File: config.mk
export PLATFORM = sky130hd
export DESIGN_NAME = fc_layer_sequencer
export DESIGN_NICKNAME = d
export VERILOG_FILES = /design/src/rtl/fc_layer_sequencer.sv
export SDC_FILE = /design/constraint.sdc
export NUM_CORES = 1
export LEC_CHECK = 0
export BUFFER_PORTS_ARGS = -buffer_cell sky130_fd_sc_hd__buf_2
export CAP_MARGIN = 30
export CORE_UTILIZATION = 50
export DETAILED_ROUTE_END_ITERATION = 7
export PLACE_DENSITY = 0.69
export SYNTH_ARGS = -nofsm -noshare
export SYNTH_HDL_FRONTEND = slang
export SYNTH_SLANG_ARGS = --single-unit
File: constraint.sdc
create_clock -name clk -period 9.3 [get_ports clk]
set_input_delay 1.395 -clock clk [delete_from_list [all_inputs] [get_ports clk]]
set_output_delay 1.395 -clock clk [all_outputs]
set_load 0.02 [all_outputs]
File: src/rtl/fc_layer_sequencer.sv
// -----------------------------------------------------------------------------
// fc_layer_sequencer
//
// Sequential controller for one fully connected layer, Z = W*X + B.
// A single multiply-accumulate path walks the layer neuron by neuron, reading
// bias, input and weight words one at a time from a shared word memory. Each
// neuron is accumulated at full precision, then shifted back to the Q format,
// saturated and written to memory.
//
// Optional feature macro: FC_RELU_EN
//   defined   -> a negative saturated result is written as 0 (fused ReLU)
//   undefined -> the signed saturated result is written unmodified
//
// Ports:
//   clk, rst_n         clock, asynchronous active-low reset
//   start              one-cycle run request, sampled only when idle
//   x_base, w_base,    base addresses of X, W (row-major), B and Z,
//   b_base, z_base     latched when a start is accepted
//   mem_rd_en/addr     read strobe and address (data returns one cycle later)
//   mem_rd_data        read data
//   mem_wr_en/addr/data write strobe, address and data
//   busy               high whenever the sequencer is not idle
//   done               one-cycle pulse after the last neuron is written
// -----------------------------------------------------------------------------
module fc_layer_sequencer #(
    parameter int WORD_SIZE     = 16,
    parameter int IP_LAYER_SIZE = 128,
    parameter int OP_LAYER_SIZE = 84,
    parameter int INT_SLICE     = 8,
    parameter int ADDR_WIDTH    = 16
) (
    input  logic                  clk,
    input  logic                  rst_n,
    input  logic                  start,
    input  logic [ADDR_WIDTH-1:0] x_base,
    input  logic [ADDR_WIDTH-1:0] w_base,
    input  logic [ADDR_WIDTH-1:0] b_base,
    input  logic [ADDR_WIDTH-1:0] z_base,
    output logic                  mem_rd_en,
    output logic [ADDR_WIDTH-1:0] mem_rd_addr,
    input  logic [WORD_SIZE-1:0]  mem_rd_data,
    output logic                  mem_wr_en,
    output logic [ADDR_WIDTH-1:0] mem_wr_addr,
    output logic [WORD_SIZE-1:0]  mem_wr_data,
    output logic                  busy,
    output logic                  done
);

    localparam int FRAC  = WORD_SIZE - INT_SLICE;
    localparam int ACC_W = 2 * WORD_SIZE + $clog2(IP_LAYER_SIZE);
    localparam int IW    = (IP_LAYER_SIZE > 1) ? $clog2(IP_LAYER_SIZE) : 1;
    localparam int JW    = (OP_LAYER_SIZE > 1) ? $clog2(OP_LAYER_SIZE) : 1;

    localparam logic [IW-1:0] I_LAST = IW'(IP_LAYER_SIZE - 1);
    localparam logic [JW-1:0] J_LAST = JW'(OP_LAYER_SIZE - 1);

    // Saturation bounds expressed at accumulator width so the compare is exact.
    localparam logic signed [ACC_W-1:0] SAT_MAX =
        {{(ACC_W-WORD_SIZE+1){1'b0}}, {(WORD_SIZE-1){1'b1}}};
    localparam logic signed [ACC_W-1:0] SAT_MIN =
        {{(ACC_W-WORD_SIZE+1){1'b1}}, {(WORD_SIZE-1){1'b0}}};

    typedef enum logic [2:0] {
        ST_IDLE     = 3'd0,
        ST_BIAS_RD  = 3'd1,
        ST_BIAS_CAP = 3'd2,
        ST_X_RD     = 3'd3,
        ST_W_RD     = 3'd4,
        ST_MAC      = 3'd5,
        ST_WRITE    = 3'd6,
        ST_DONE     = 3'd7
    } state_t;

    // Drop the fraction bits (floor), clamp to the word range, optional ReLU.
    function automatic logic [WORD_SIZE-1:0] scale_sat(input logic signed [ACC_W-1:0] acc_v);
        logic signed [ACC_W-1:0] shifted_v;
        logic [WORD_SIZE-1:0]    res_v;
        shifted_v = acc_v >>> FRAC;
        if (shifted_v > SAT_MAX) begin
            res_v = {1'b0, {(WORD_SIZE-1){1'b1}}};
        end else if (shifted_v < SAT_MIN) begin
            res_v = {1'b1, {(WORD_SIZE-1){1'b0}}};
        end else begin
            res_v = shifted_v[WORD_SIZE-1:0];
        end
`ifdef FC_RELU_EN
        res_v = res_v[WORD_SIZE-1] ? {WORD_SIZE{1'b0}} : res_v;
`endif
        return res_v;
    endfunction

    state_t                   state_r, state_n;
    logic [JW-1:0]            j_r, j_n;
    logic [IW-1:0]            i_r, i_n;
    logic [ADDR_WIDTH-1:0]    wptr_r, wptr_n;
    logic signed [ACC_W-1:0]  acc_r, acc_n;
    logic signed [WORD_SIZE-1:0] x_reg_r, x_reg_n;
    logic [ADDR_WIDTH-1:0]    x_base_r, x_base_n;
    logic [ADDR_WIDTH-1:0]    b_base_r, b_base_n;
    logic [ADDR_WIDTH-1:0]    z_base_r, z_base_n;
    logic                     rd_en_r, rd_en_n;
    logic [ADDR_WIDTH-1:0]    rd_addr_r, rd_addr_n;
    logic                     wr_en_r, wr_en_n;
    logic [ADDR_WIDTH-1:0]    wr_addr_r, wr_addr_n;
    logic [WORD_SIZE-1:0]     wr_data_r, wr_data_n;
    logic                     busy_r;
    logic                     done_r;

    logic signed [ACC_W-1:0]       bias_ext_s;
    logic signed [2*WORD_SIZE-1:0] prod_s;

    // Bias sign-extended to accumulator width; full-precision signed product.
    assign bias_ext_s = ACC_W'($signed(mem_rd_data));
    assign prod_s     = (2*WORD_SIZE)'(x_reg_r) * (2*WORD_SIZE)'($signed(mem_rd_data));

    // Next-state and next-output logic. Strobes and addresses are computed one
    // cycle early so that the registered outputs line up with the state.
    always_comb begin
        state_n   = state_r;
        j_n       = j_r;
        i_n       = i_r;
        wptr_n    = wptr_r;
        acc_n     = acc_r;
        x_reg_n   = x_reg_r;
        x_base_n  = x_base_r;
        b_base_n  = b_base_r;
        z_base_n  = z_base_r;
        rd_en_n   = 1'b0;
        rd_addr_n = rd_addr_r;
        wr_en_n   = 1'b0;
        wr_addr_n = wr_addr_r;
        wr_data_n = wr_data_r;
        case (state_r)
            ST_IDLE: begin
                if (start) begin
                    x_base_n  = x_base;
                    b_base_n  = b_base;
                    z_base_n  = z_base;
                    wptr_n    = w_base;
                    j_n       = {JW{1'b0}};
                    i_n       = {IW{1'b0}};
                    rd_en_n   = 1'b1;
                    rd_addr_n = b_base;
                    state_n   = ST_BIAS_RD;
                end else begin
                    state_n = ST_IDLE;
                end
            end
            ST_BIAS_RD: begin
                state_n = ST_BIAS_CAP;
            end
            ST_BIAS_CAP: begin
                acc_n     = bias_ext_s <<< FRAC;
                rd_en_n   = 1'b1;
                rd_addr_n = x_base_r + ADDR_WIDTH'(i_r);
                state_n   = ST_X_RD;
            end
            ST_X_RD: begin
                // Weight read is issued back-to-back with the input read.
                rd_en_n   = 1'b1;
                rd_addr_n = wptr_r;
                state_n   = ST_W_RD;
            end
            ST_W_RD: begin
                x_reg_n = $signed(mem_rd_data);
                state_n = ST_MAC;
            end
            ST_MAC: begin
                acc_n  = acc_r + ACC_W'(prod_s);
                // Weights are row-major, so one running pointer covers the layer.
                wptr_n = wptr_r + ADDR_WIDTH'(1);
                if (i_r != I_LAST) begin
                    i_n       = i_r + IW'(1);
                    rd_en_n   = 1'b1;
                    rd_addr_n = x_base_r + ADDR_WIDTH'(i_n);
                    state_n   = ST_X_RD;
                end else begin
                    i_n       = {IW{1'b0}};
                    wr_en_n   = 1'b1;
                    wr_addr_n = z_base_r + ADDR_WIDTH'(j_r);
                    wr_data_n = scale_sat(acc_n);
                    state_n   = ST_WRITE;
                end
            end
            ST_WRITE: begin
                if (j_r == J_LAST) begin
                    state_n = ST_DONE;
                end else begin
                    j_n       = j_r + JW'(1);
                    i_n       = {IW{1'b0}};
                    rd_en_n   = 1'b1;
                    rd_addr_n = b_base_r + ADDR_WIDTH'(j_n);
                    state_n   = ST_BIAS_RD;
                end
            end
            ST_DONE: begin
                state_n = ST_IDLE;
            end
            default: begin
                state_n = ST_IDLE;
            end
        endcase
    end

    // State, datapath and registered output update; reset clears everything.
    always_ff @(posedge clk or negedge rst_n) begin
        if (!rst_n) begin
            state_r   <= ST_IDLE;
            j_r       <= {JW{1'b0}};
            i_r       <= {IW{1'b0}};
            wptr_r    <= {ADDR_WIDTH{1'b0}};
            acc_r     <= {ACC_W{1'b0}};
            x_reg_r   <= {WORD_SIZE{1'b0}};
            x_base_r  <= {ADDR_WIDTH{1'b0}};
            b_base_r  <= {ADDR_WIDTH{1'b0}};
            z_base_r  <= {ADDR_WIDTH{1'b0}};
            rd_en_r   <= 1'b0;
            rd_addr_r <= {ADDR_WIDTH{1'b0}};
            wr_en_r   <= 1'b0;
            wr_addr_r <= {ADDR_WIDTH{1'b0}};
            wr_data_r <= {WORD_SIZE{1'b0}};
            busy_r    <= 1'b0;
            done_r    <= 1'b0;
        end else begin
            state_r   <= state_n;
            j_r       <= j_n;
            i_r       <= i_n;
            wptr_r    <= wptr_n;
            acc_r     <= acc_n;
            x_reg_r   <= x_reg_n;
            x_base_r  <= x_base_n;
            b_base_r  <= b_base_n;
            z_base_r  <= z_base_n;
            rd_en_r   <= rd_en_n;
            rd_addr_r <= rd_addr_n;
            wr_en_r   <= wr_en_n;
            wr_addr_r <= wr_addr_n;
            wr_data_r <= wr_data_n;
            busy_r    <= (state_n != ST_IDLE);
            done_r    <= (state_n == ST_DONE);
        end
    end

    assign mem_rd_en   = rd_en_r;
    assign mem_rd_addr = rd_addr_r;
    assign mem_wr_en   = wr_en_r;
    assign mem_wr_addr = wr_addr_r;
    assign mem_wr_data = wr_data_r;
    assign busy        = busy_r;
    assign done        = done_r;

endmodule

==> impl_metrics.yaml <==
status:
  status: "finished clean"
setup_path:
  crit_top_cell: "fa_1"
  arrival_time_reported_for_the_critical_path_endpoint_ps: 9040
  worstReg2RegEnd: "mem_wr_data[2]"
  critical_path_startpoint: "mem_rd_data[4]"
  crit_path_max_fo: 18
  setup.worst_path.end: "mem_wr_data[2]"
  critical_path.cell_chain: "buf_2 -> nand2_1 -> fa_1 -> inv_1 -> fa_1 -> fa_1 -> inv_1 -> fa_1 -> inv_1 -> fa_1 -> inv_1 -> fa_1 -> inv_1 -> ha_1 -> nand4_1 -> nor4_1 -> nand2_1 -> a21oi_1 -> o21ai_1 -> xnor2_1 -> a211oi_1 -> nand4_2 -> o21ai_0 -> o221ai_1"
  critPathBufInv: 6
  top_family_by_delay_on_critical_path: "adder cells"
  critical-path-slowest-cell: "fa_1"
  start_kind: "input port"
  worst-path-stages: 24
  rr_startpoint: "x_reg_r[15]"
  depth_of_the_most_critical_reg_to_reg_path: 23
  regToRegSetupSlack_ps: 890
  end_kind: "flip-flop"
  path_class: "in -> reg"
  critPathRequiredTime_ps: 9620
  cp_slowest_stage_delay_ps: 870
timing:
  fmaxAchievable_ghz: 0.1146
  fin_setup_tns_ps: 0
  worst-slew-pin-transition_ps: 934.0
  setup-violations-final: 0
  timing.final.crit_share_pct: 93.84
  rsz0062_at_grt: "no"
  finalHoldViolCount: 0
  setup_ws_final_ps: 572.6
  final.min_clock_period_ps: 8727
  max_slew_margin_pct: 37.73
  maxSlewViolCount: 0
  finClkSkew_ps: 16.50
synth:
  synth-warning-count: 0
  postSynthAreaPerCell_um2: 8.961
  synthDistinctLibCells: 87
  postSynthNetCount: 3069
  synth_flop_type: "dfrtp_1"
  synth_enable_flop_cells: 0
  synthesized_cell_area_mm2: 0.02258
  synth_top_cell_area_share_pct: 29.17
  synth.top_cells.by_area: "fa_1 (29%), dfrtp_1 (21%), ha_1 (7.6%)"
  postSynthRegisterBits: 188
  synth_seq_area_share_pct: 20.83
  synth-async-reset-ratio_pct: 100.0
  postSynthCellCount: 2520
  netlist.top_cell.by_area: "fa_1"
grt:
  grt_start_max_net_pins: 106
  first_global_vias: 18990
  global_route.usage.total_pct: 28.09
  first_pass_grt_wire_length_um: 102300
  grt-ovfl-total: 0
  antenna_found_initial: 1
floorplan:
  placement_rows: 77
  die-width_um: 214.5
  num_io_pins: 135
  fp.dieArea_mm2: 0.04602
  die_height_um: 214.5
  initial_utilization_pct: 50.85
  coreArea_mm2: 0.04441
cts:
  holdBufCountCts: 0
  cts-htree-levels: 4
  clock_tree.root_cell: "clkbuf_16"
  clock_tree.buffer_depth: 2
  cts_inserted_buffers: 17
  clock_insertion_delay_worst_skew_ps: 460
  clock_pin_slew_reported_for_the_worst_setup_and_hold_paths_after_clock_tree_synthesis_ps: 80
  setup_repair_bufs_after_cts: 0
  cts.sink_count: 188
  post_cts_resize_count: 0
  tritoncts_clock_tree: "yes"
routing:
  ant_nets: 0
  avgRoutedWirePerCell_um: 19.31
  detailed_routing_iteration_count_for_the_pre_antenna_repair_pass: 6
  highest_layer: "met5"
  finalWirelength_um: 61600
  route.detailed.drc: 0
  route.vias.total: 18120
  routed-wl-met3_um: 3933
  routed-wl-met2_um: 29100
  routed_metal_1_wire_length_um: 27040
  detailedRoute.firstIterationViolations: 1361
  vias_per_instance: 5.681
finish:
  final_core_util_pct: 54.98
  n_fill_cell: 4043
  most-common-layout-cells: "nand2_1 (417), inv_1 (416), fa_1 (329)"
  multiInputGateArea_mm2: 0.01584
  area_growth_syn_to_layout_pct: 8.122
  layout.cells.most_common: "nand2_1"
  proportion_of_layout_cells_with_a_drive_suffix_above_1_pct: 9.353
  layout.area.seq_mm2: 0.004705
  finish.net_count: 3135
  insertedDiodeCount: 0
place:
  post-dp-hpwl_um: 47720
  gpl.final_weighted_congestion: 0.9516
  portBuffers: 134
  detailedPlace.worstSlack_ps: 162.6
worst_hold_path:
  hold_path.class: "reg -> reg"
flow_run:
  maxCapViolations: 0
==> sequential cells by signal, indices dropped and copies added, names as in the netlist, 3 cells and up <==
| register | cells |
|---|---|
| j_r | 7 |
| mem_rd_addr | 16 |
| mem_wr_addr | 16 |
| b_base_r | 16 |
| x_base_r | 16 |
| state_r | 3 |
| mem_wr_data | 16 |
| x_reg_r | 16 |
| z_base_r | 16 |
| acc_r | 39 |
| wptr_r | 16 |
| i_r | 7 |
==> logic make-up (layout without fill, tap and decap cells) <==
kind of cell | Yosys count | in the layout | share of synthesized area, %
AOI/OAI and AO/OA | 408 | 408 | 12.05
xor gates and xnor gates | 78 | 78 | 3.025
adders and majority gates | 466 | 466 | 36.76
buffers and inverters | 532 | 610 | 9.203
DFF | 188 | 188 | 20.83
muxes | 22 | 22 | 1.075
and+or+nand+nor | 826 | 826 | 17.06
==> cell usage after synthesis (5+ instances only) <==
library cell / number
fa_1: 329
nand3_1: 59
nand2b_1: 5
nor2b_1: 9
dfrtp_1: 188
nand4_1: 17
o22ai_1: 10
a221o_1: 13
a221oi_1: 5
nor4_1: 7
buf_6: 6
o211ai_1: 13
a31oi_1: 7
inv_1: 416
a21oi_1: 92
buf_2: 8
clkbuf_1: 81
nor3_1: 22
o21ai_0: 120
a22oi_1: 19
buf_1: 14
o2111ai_1: 7
xnor2_1: 42
and3_1: 20
xor2_1: 36
a211oi_1: 10
nor2_1: 94
nand2_1: 417
o31ai_1: 5
o221ai_1: 13
ha_1: 137
and2_1: 123
a22o_1: 8
a21o_1: 15
mux2_2: 18
or3_1: 25
o21ai_1: 14
nor3b_1: 5
a311oi_1: 11
==> per-stage QoR <==
step | instance area (um2) | hold slack (ps) | cells
after detailed placement | 23750 | 461.4 | 3158
after global routing | 24420 | 499.1 | 3190
after global placement | 23710 | 459.8 | 3156
final | 24420 | 478.5 | 3190
after floorplan | 22580 | 449.7 | 2520
after CTS | 24390 | 483.5 | 3189
==> cell type report <==
class                      count  area share, %
timing repair buffer         160          3.777
tap                          592          3.034
clock inverter                14         0.8609
sequential                   188          19.27
inverter                     419          6.441
multi-input combinational   1800          64.88
clock buffer                  17          1.742
==> worst reg2reg max path: stages, from the launching register on <==
cell and delay (ps):
dfrtp_1 820, nand2_1 280, inv_1 160, fa_1 520, fa_1 980, fa_1 450, inv_1 230, fa_1 540
inv_1 60, fa_1 530, inv_1 50, fa_1 470, inv_1 40, ha_1 430, nand4_1 160, nor4_1 600
nand2_1 100, a21oi_1 300, o21ai_1 150, xnor2_1 200, a211oi_1 310, nand4_2 420, o21ai_0 320, o221ai_1 140
==> routing by layer <==
| layer | vias to the layer above | global-route usage [%] |
|---|---|---|
| li1 | 8235 | - |
| met1 | 9139 | 40.22 |
| met2 | 642 | 44.72 |
| met3 | 105 | 3.986 |
| met4 | 2 | 7.667 |
| met5 | - | 0 |
==> how the worst min path moves through the flow <==
stage / to / slack, ps / cells past startpoint / startpoint
after floorplan: b_base_r[0] / 450 / 2 / b_base_r[0]
after global placement: mem_rd_addr[3] / 460 / 2 / mem_rd_addr[3]
after detailed placement: mem_rd_addr[3] / 460 / 2 / mem_rd_addr[3]
after CTS: mem_rd_addr[3] / 480 / 2 / mem_rd_addr[3]
after global routing: mem_rd_addr[3] / 500 / 2 / mem_rd_addr[3]
final: mem_wr_addr[14] / 480 / 2 / mem_wr_addr[14]
Power is not shown: default switching activity piles up to over one toggle a cycle in this logic, so the estimate is an artifact.
